## config.mk

```make
export PLATFORM = sky130hd
export DESIGN_NAME = cell_scan_ctrl
export DESIGN_NICKNAME = d
export VERILOG_FILES = /design/src/rtl/cell_scan_ctrl.sv
export SDC_FILE = /design/constraint.sdc
export NUM_CORES = 1
export LEC_CHECK = 0
export ABC_AREA = 1
export ABC_CLOCK_PERIOD_IN_PS = 6950
export CAP_MARGIN = 20
export CORE_ASPECT_RATIO = 1.1
export CORE_MARGIN = 2
export CORE_UTILIZATION = 26
export CTS_BUF_LIST = sky130_fd_sc_hd__clkbuf_4 sky130_fd_sc_hd__clkbuf_8
export CTS_CLUSTER_DIAMETER = 50
export DETAILED_ROUTE_END_ITERATION = 6
export MAX_ROUTING_LAYER = met4
export PLACE_DENSITY = 0.46
export SLEW_MARGIN = 25
export SYNTH_ARGS = -nofsm -noshare
export SYNTH_HDL_FRONTEND = slang
export SYNTH_SLANG_ARGS = --single-unit
```

## constraint.sdc

```tcl
create_clock -name clk -period 6.95 [get_ports clk]
set_input_delay 1.0425 -clock clk [delete_from_list [all_inputs] [get_ports clk]]
set_output_delay 1.0425 -clock clk [all_outputs]
set_load 0.05 [all_outputs]
```

## src/rtl/cell_scan_ctrl.sv

```systemverilog
// cell_scan_ctrl: row-major sequencer building 3x3 occupancy windows
// for the CellState classifier and writing results to the tile map.
module cell_scan_ctrl #(
  parameter  int W  = 16,
  parameter  int H  = 12,
  localparam int AW = $clog2(W*H)
) (
  input  logic          clk,
  input  logic          reset,
  input  logic          start,
  output logic          busy,
  output logic          done,
  output logic          map_rd_en,
  output logic [AW-1:0] map_rd_addr,
  input  logic          map_rd_data,
  output logic [8:0]    cs_in,
  input  logic [3:0]    cs_out,
  output logic          tile_wr_en,
  output logic [AW-1:0] tile_wr_addr,
  output logic [3:0]    tile_wr_data
);

  localparam int XW = $clog2(W);
  localparam int YW = $clog2(H);

  typedef enum logic [2:0] {
    IDLE, READ, CAP, WRITE, DONE
  } state_t;

  state_t        state, state_nx;
  logic [XW-1:0] x;
  logic [YW-1:0] y;
  logic [3:0]    k, idx;
  logic          rd_q;
  logic [8:0]    win, win_nx, cs_q;
  logic [1:0]    kx, ky;
  logic [XW:0]   nx;
  logic [YW:0]   ny;
  logic          inb, last;
  logic [AW-1:0] naddr, caddr;

  // Negative neighbour coords wrap to large values, so one compare
  // per axis covers both grid edges.
  always_comb begin
    ky = 2'd0;
    if (k >= 4'd6)
      ky = 2'd2;
    else if (k >= 4'd3)
      ky = 2'd1;
    kx = 2'(k - 4'(ky) * 4'd3);
    nx = (XW+1)'(x) + (XW+1)'(kx) - (XW+1)'(1);
    ny = (YW+1)'(y) + (YW+1)'(ky) - (YW+1)'(1);
    inb = (nx < (XW+1)'(W)) && (ny < (YW+1)'(H));
    naddr = AW'(ny) * AW'(W) + AW'(nx);
    caddr = AW'(y) * AW'(W) + AW'(x);
    last = (x == XW'(W-1)) && (y == YW'(H-1));
    win_nx = win;
    if (rd_q)
      win_nx[idx] = map_rd_data;
  end

  always_ff @(posedge clk) begin
    if (reset)
      state <= IDLE;
    else
      state <= state_nx;
  end

  always_comb begin
    state_nx     = state;
    busy         = 1'b0;
    done         = 1'b0;
    map_rd_en    = 1'b0;
    map_rd_addr  = '0;
    tile_wr_en   = 1'b0;
    tile_wr_addr = '0;
    tile_wr_data = 4'h0;
    unique case (state)
      IDLE: begin
        if (start)
          state_nx = READ;
      end
      READ: begin
        busy        = 1'b1;
        map_rd_en   = inb;
        map_rd_addr = inb ? naddr : '0;
        if (k == 4'd8)
          state_nx = CAP;
      end
      CAP: begin
        busy     = 1'b1;
        state_nx = WRITE;
      end
      WRITE: begin
        busy         = 1'b1;
        tile_wr_en   = 1'b1;
        tile_wr_addr = caddr;
        tile_wr_data = cs_out;
        state_nx     = last ? DONE : READ;
      end
      DONE: begin
        done     = 1'b1;
        state_nx = IDLE;
      end
      default: state_nx = IDLE;
    endcase
  end

  // Read data lands one cycle late, so the slot of the previous
  // read is captured while the next neighbour is being addressed.
  always_ff @(posedge clk) begin
    if (reset) begin
      x    <= '0;
      y    <= '0;
      k    <= '0;
      idx  <= '0;
      rd_q <= 1'b0;
      win  <= '0;
      cs_q <= '0;
    end else begin
      rd_q <= map_rd_en;
      idx  <= k;
      win  <= win_nx;
      unique case (state)
        IDLE: begin
          if (start) begin
            x   <= '0;
            y   <= '0;
            k   <= '0;
            win <= '0;
          end
        end
        READ: k <= (k == 4'd8) ? 4'd0 : k + 4'd1;
        CAP: cs_q <= win_nx;
        WRITE: begin
          win <= '0;
          if (last) begin
            x <= '0;
            y <= '0;
          end else if (x == XW'(W-1)) begin
            x <= '0;
            y <= y + YW'(1);
          end else begin
            x <= x + XW'(1);
          end
        end
        default: ;
      endcase
    end
  end

  assign cs_in = cs_q;

endmodule

```

**Word level (Yosys, flattened, before mapping)**

Cells that the tools add are included.
Widths: inputs -> output; s select.

- Logic and storage cells: 75
- Output and inout port bits: 33
- Register bits after elaboration: 38
- Input port bits: 8

- Reductions and logical operators: 11
- $add $sub $neg: 10
- Equality and inequality tests: 10
- Muxes and demuxes: 29
- Magnitude comparators: 6
- Multipliers: 1

Operators with widths:

| operator | number |
|---|---|
| $mux 4 | 7 |
| $mux 8 | 3 |
| $pmux 4 s2 | 3 |
| $mux 9 | 2 |
| $pmux 9 s2 | 1 |
| $add 4x1->4 const B | 3 |
| $eq 4x4->1 const B | 3 |
| $pmux 3 s4 | 1 |
| $add 4x2->5 | 2 |
| $sub 5x1->5 const B | 2 |
| $bwmux 9 | 1 |
| $mux 3 | 3 |
| $add 8x4->8 | 1 |
| $add 8x5->8 | 1 |
| $eq 3x2->1 const B | 2 |
| $mux 1 | 6 |
| $reduce_and 2->1 | 3 |
| $lt 4x5->1 const B | 1 |
| $lt 5x4->1 const B | 1 |
| $lt 5x5->1 const B | 1 |
| $demux 1 s4 | 1 |
| $ge 4x1->1 const B | 1 |
| $ge 4x2->1 const B | 1 |
| $ge 4x3->1 const B | 1 |
| 12 further kinds | 16 |

**Depth between registers and ports, before layout**

- Depth in word-level cells: 11
- Gate-level depth with buffers: 23
- Depth with buffers taken out: 23

**Worst setup path after synthesis**

Ideal clock, no wire load.

- Path type: register to output
- Start point: register k[1]
- End point: output map_rd_addr[6]
- Buffers on the path: 0
- Cell stages (with the launch flop): 23
- Data required time: 5.907 ns
- Path slack: 1.960 ns
- Data arrival time: 3.948 ns
- Path through: dfxtp_1 ha_1 nor2_1 o21ai_0 nor2_1 ha_1 inv_1 ha_1 nor2_1 xor2_1 xor2_1 ha_1 inv_1 ha_1 nand3_1 nand3_1 nand2_1 nand2_1 inv_1 ha_1 ha_1 xor2_1 nor2_1

- Word-level cells in the longest chain between the ends: 11
- Elaborated cells between the ends (all ways): 16
- Classes of those cells: add/sub: 6; mul: 1; order compare: 4; mux: 4; reduce/logical: 1

RTL lines:

| what | RTL line | RTL |
|---|---|---|
| from (decl) | 33 | `logic [3:0] k, idx;` |
| from (signal assigned) | 133 | `READ: k <= (k == 4'd8) ? 4'd0 : k + 4'd1;` |
| parallel branches: the longest is 9 deep, another holds $add 8x5->8 | - |  |
| $mux 8 * | 86 | `map_rd_addr = inb ? naddr : '0;` |
| $mux 8 * | 78 | `unique case (state)` |
| to (decl) | 14 | `output logic [AW-1:0] map_rd_addr,` |

Every way passes the cells marked *.

**Worst setup path in the final report**

Ends and elaborated chain as after synthesis.

==> qor.yml <==
die_w_um: 94.21
synth_seq_cells: 38
critPathArrivalTime_ns: 4.86
final_hold_viol_count: 0
die_height_um: 103.2
maxSlewViolCount: 0
multiInputGateArea_mm2: 0.001309
clockBufferDepth: 2
clock_latency_ns: 0.29
postCtsHoldBufs: 0
post_dp_hpwl_mm: 4.162
hold_path.class: "reg2reg"
design.final.nets: 408
port-buffer-count: 40
fill_cells: 970
post-route-period-util_pct: 84.89
cts-htree-levels: 2
synthMostInstantiatedCell: "sky130_fd_sc_hd__nand2_1"
post_cts.resized_instances: 0
groute.usage.overall_pct: 12.89
synth_top_cells_by_count: "sky130_fd_sc_hd__nand2_1 (63), sky130_fd_sc_hd__inv_1 (55), sky130_fd_sc_hd__nor2_1 (53)"
timing.critical_path.mode_cell: "sky130_fd_sc_hd__ha_1"
register_clock_pin_slew_on_the_reported_worst_setup_and_hold_paths_ns: 0.08
finalWirelength_mm: 5.409
cts_bufs_inserted: 5
tritoncts: "built"
finClkSkew_ns: 0.009283
synth_cell_types: 28
gr-total-overflow: 0
antennaDiodeCount: 0
core_area_mm2: 0.008783
place_congestion: 0.8013
seq_area_frac_synth_pct: 32.69
timing.critical_path.from_type: "register"
grt_antenna_before_repair: 0
grt_setup_unrepaired: "no"
outcome: "finished clean"
placementRows: 36
detail_route.wl_per_cell_um: 11.02
vias_per_cell: 4.305
antenna_left: 0
first_global_vias: 2077
synth_top_cell_by_area: "sky130_fd_sc_hd__dfxtp_1"
drt_drc_violations_left: 0
worst-slew-pin-transition_ns: 0.5925
ctsRootBufferMaster: "sky130_fd_sc_hd__clkbuf_8"
initial_core_utilization_pct: 26.50
num_vias: 2114
synth-warning-count: 0
max_cap_viol_count: 0
ws_path_type: "reg2out"
synth_top_area_share_pct: 32.69
syn_avg_cell_area_um2: 6.968
power.density_mw_per_mm2: 194.1
cellLeakagePower_nw: 1.313
fin_hold_ws_ns: 0.5043
length_of_the_first_detailed_routing_pass_in_iterations: 5
pin_count_of_the_biggest_net_entering_global_routing: 19
timing.max_slew.rel_slack_pct: 60.38
worstPathRequired_ns: 5.91
seq_area_um2: 760.7
netlist_top_cells_area: "sky130_fd_sc_hd__dfxtp_1 (33%), sky130_fd_sc_hd__ha_1 (12%), sky130_fd_sc_hd__nand2_1 (10%), sky130_fd_sc_hd__inv_1 (8.9%), sky130_fd_sc_hd__nor2_1 (8.5%)"
timing.setup.tns_ns: 0
synth-edff-count: 0
timing.fmax_mhz: 169.5
layout_cell_share_with_drive_strength_beyond_1_pct: 6.897
worstSetupEndpointType: "output port"
peakVddDrop_mv: 0.07065
final-setup-viol-count: 0
asyncSetResetFlopFracSynth_pct: 0
postSynthCellCount: 334
synth_nets: 366
first_pass_grt_wire_length_mm: 9.646
ports: 41
areaGrowthSynthToFinish_pct: 27.90
path_max_fanout: 7
critPathMaxStageDelay_ns: 0.81
synthFlopType: "sky130_fd_sc_hd__dfxtp_1"
post_synth_instance_area_mm2: 0.002327
finalCriticalPeriod_ns: 5.900
crit_path_cell_trace: "ha_1 -> nor2_1 -> o21ai_0 -> nor2_1 -> ha_1 -> inv_1 -> ha_1 -> nor2_1 -> xor2_1 -> xor2_1 -> ha_1 -> inv_1 -> ha_1 -> nand3_1 -> nand3_1 -> nand2_1 -> nand2_1 -> inv_1 -> ha_1 -> ha_1 -> xor2_1 -> nor2_1 -> clkdlybuf4s50_1"
post_cts_buffers: 0
cts.sinks: 38
drtIter0Drc: 56
dieArea_mm2: 0.009724
critical_path.slowest_cell: "sky130_fd_sc_hd__clkdlybuf4s50_1"
-- cell usage in the layout (no fill, tap or decap), drive strengths merged --
cell           count
a21oi             15
bufinv             2
clkbuf             6
clkdlybuf4s50     40
dfxtp             38
fa                 2
ha                22
inv               59
nand2             68
nand3             27
nand3b             1
nand4              3
nor2              57
nor3               3
nor4               1
o21ai             24
or2                1
xnor2              2
xor2               6
-- through the flow --
step	instances	total power [mW]	worst slack [ns]	utilization (%)	cell area, um^2
final	491	0.5778	1.050	33.89	2977
after global routing	491	0.6127	0.5656	33.89	2977
after CTS	491	0.5863	0.9746	33.89	2977
after detailed placement	483	0.3493	1.317	32.27	2834
after global placement	483	0.3484	1.446	32.27	2834
after floorplan	334	0.3197	1.960	-	2327
-- worst max-delay path, delay by kind of cell, from the launching register on --
family / cells / cell delay [ns]
AOI/OAI and AO/OA: 1 / 0.33
adders and majority gates: 7 / 1.56
and+or+nand+nor: 8 / 0.72
xor gates and xnor gates: 3 / 0.53
buffers and inverters: 4 / 0.97
DFF: 1 / 0.47
-- kinds of logic after synthesis --
| logic type | Yosys count | share of synthesized area, % |
|---|---|---|
| compound gates | 39 | 8.548 |
| xor+xnor | 8 | 3.011 |
| fa+ha+maj | 24 | 13.55 |
| buf+inv | 64 | 11.07 |
| flops | 38 | 32.69 |
| simple gates | 161 | 31.13 |
-- final timing paths --
check             depth (start not counted)              start           endpoint  slack, ns
setup / recovery                         23  k[1]$_SDFFE_PP0P_     map_rd_addr[6]       1.05
hold / removal                            2  k[3]$_SDFFE_PP0P_  idx[3]$_SDFF_PP0_       0.50
hold reg to reg                           2  k[3]$_SDFFE_PP0P_  idx[3]$_SDFF_PP0_       0.50
setup reg to reg                         19  k[1]$_SDFFE_PP0P_    rd_q$_SDFF_PP0_       3.57
-- flip-flops by register name (all words and copies together) (netlist names) --
name / count
cs_in: 9
idx: 4
k: 4
rd_q: 1
state: 3
win: 9
x: 4
y: 4
-- final cells by class --
| class | count | area share, % |
|---|---|---|
| multi-input cells | 232 | 43.97 |
| repair buffers | 40 | 13.45 |
| well taps | 114 | 4.792 |
| clock buffers | 6 | 2.774 |
| inverters | 59 | 7.440 |
| clock inverters | 2 | 2.018 |
| flip-flops and latches | 38 | 25.56 |
-- where the power goes --
group / internal (mW) / switching (mW)
combinational: 0.0404 / 0.0718
clock: 0.153 / 0.0819
sequential: 0.225 / 0.00609
total: 0.418 / 0.160
-- layer usage --
metal	wire length (um)	vias up	track usage, %	share of wire [%]
li1	-	1125	-	-
met1	2656	932	16.31	49
met2	2438	53	21.21	45
met3	257	4	2.101	4.8
met4	57	0	4.013	1.1
met5	0	-	-	0
Note: power is estimated with default switching activity, not from simulation.
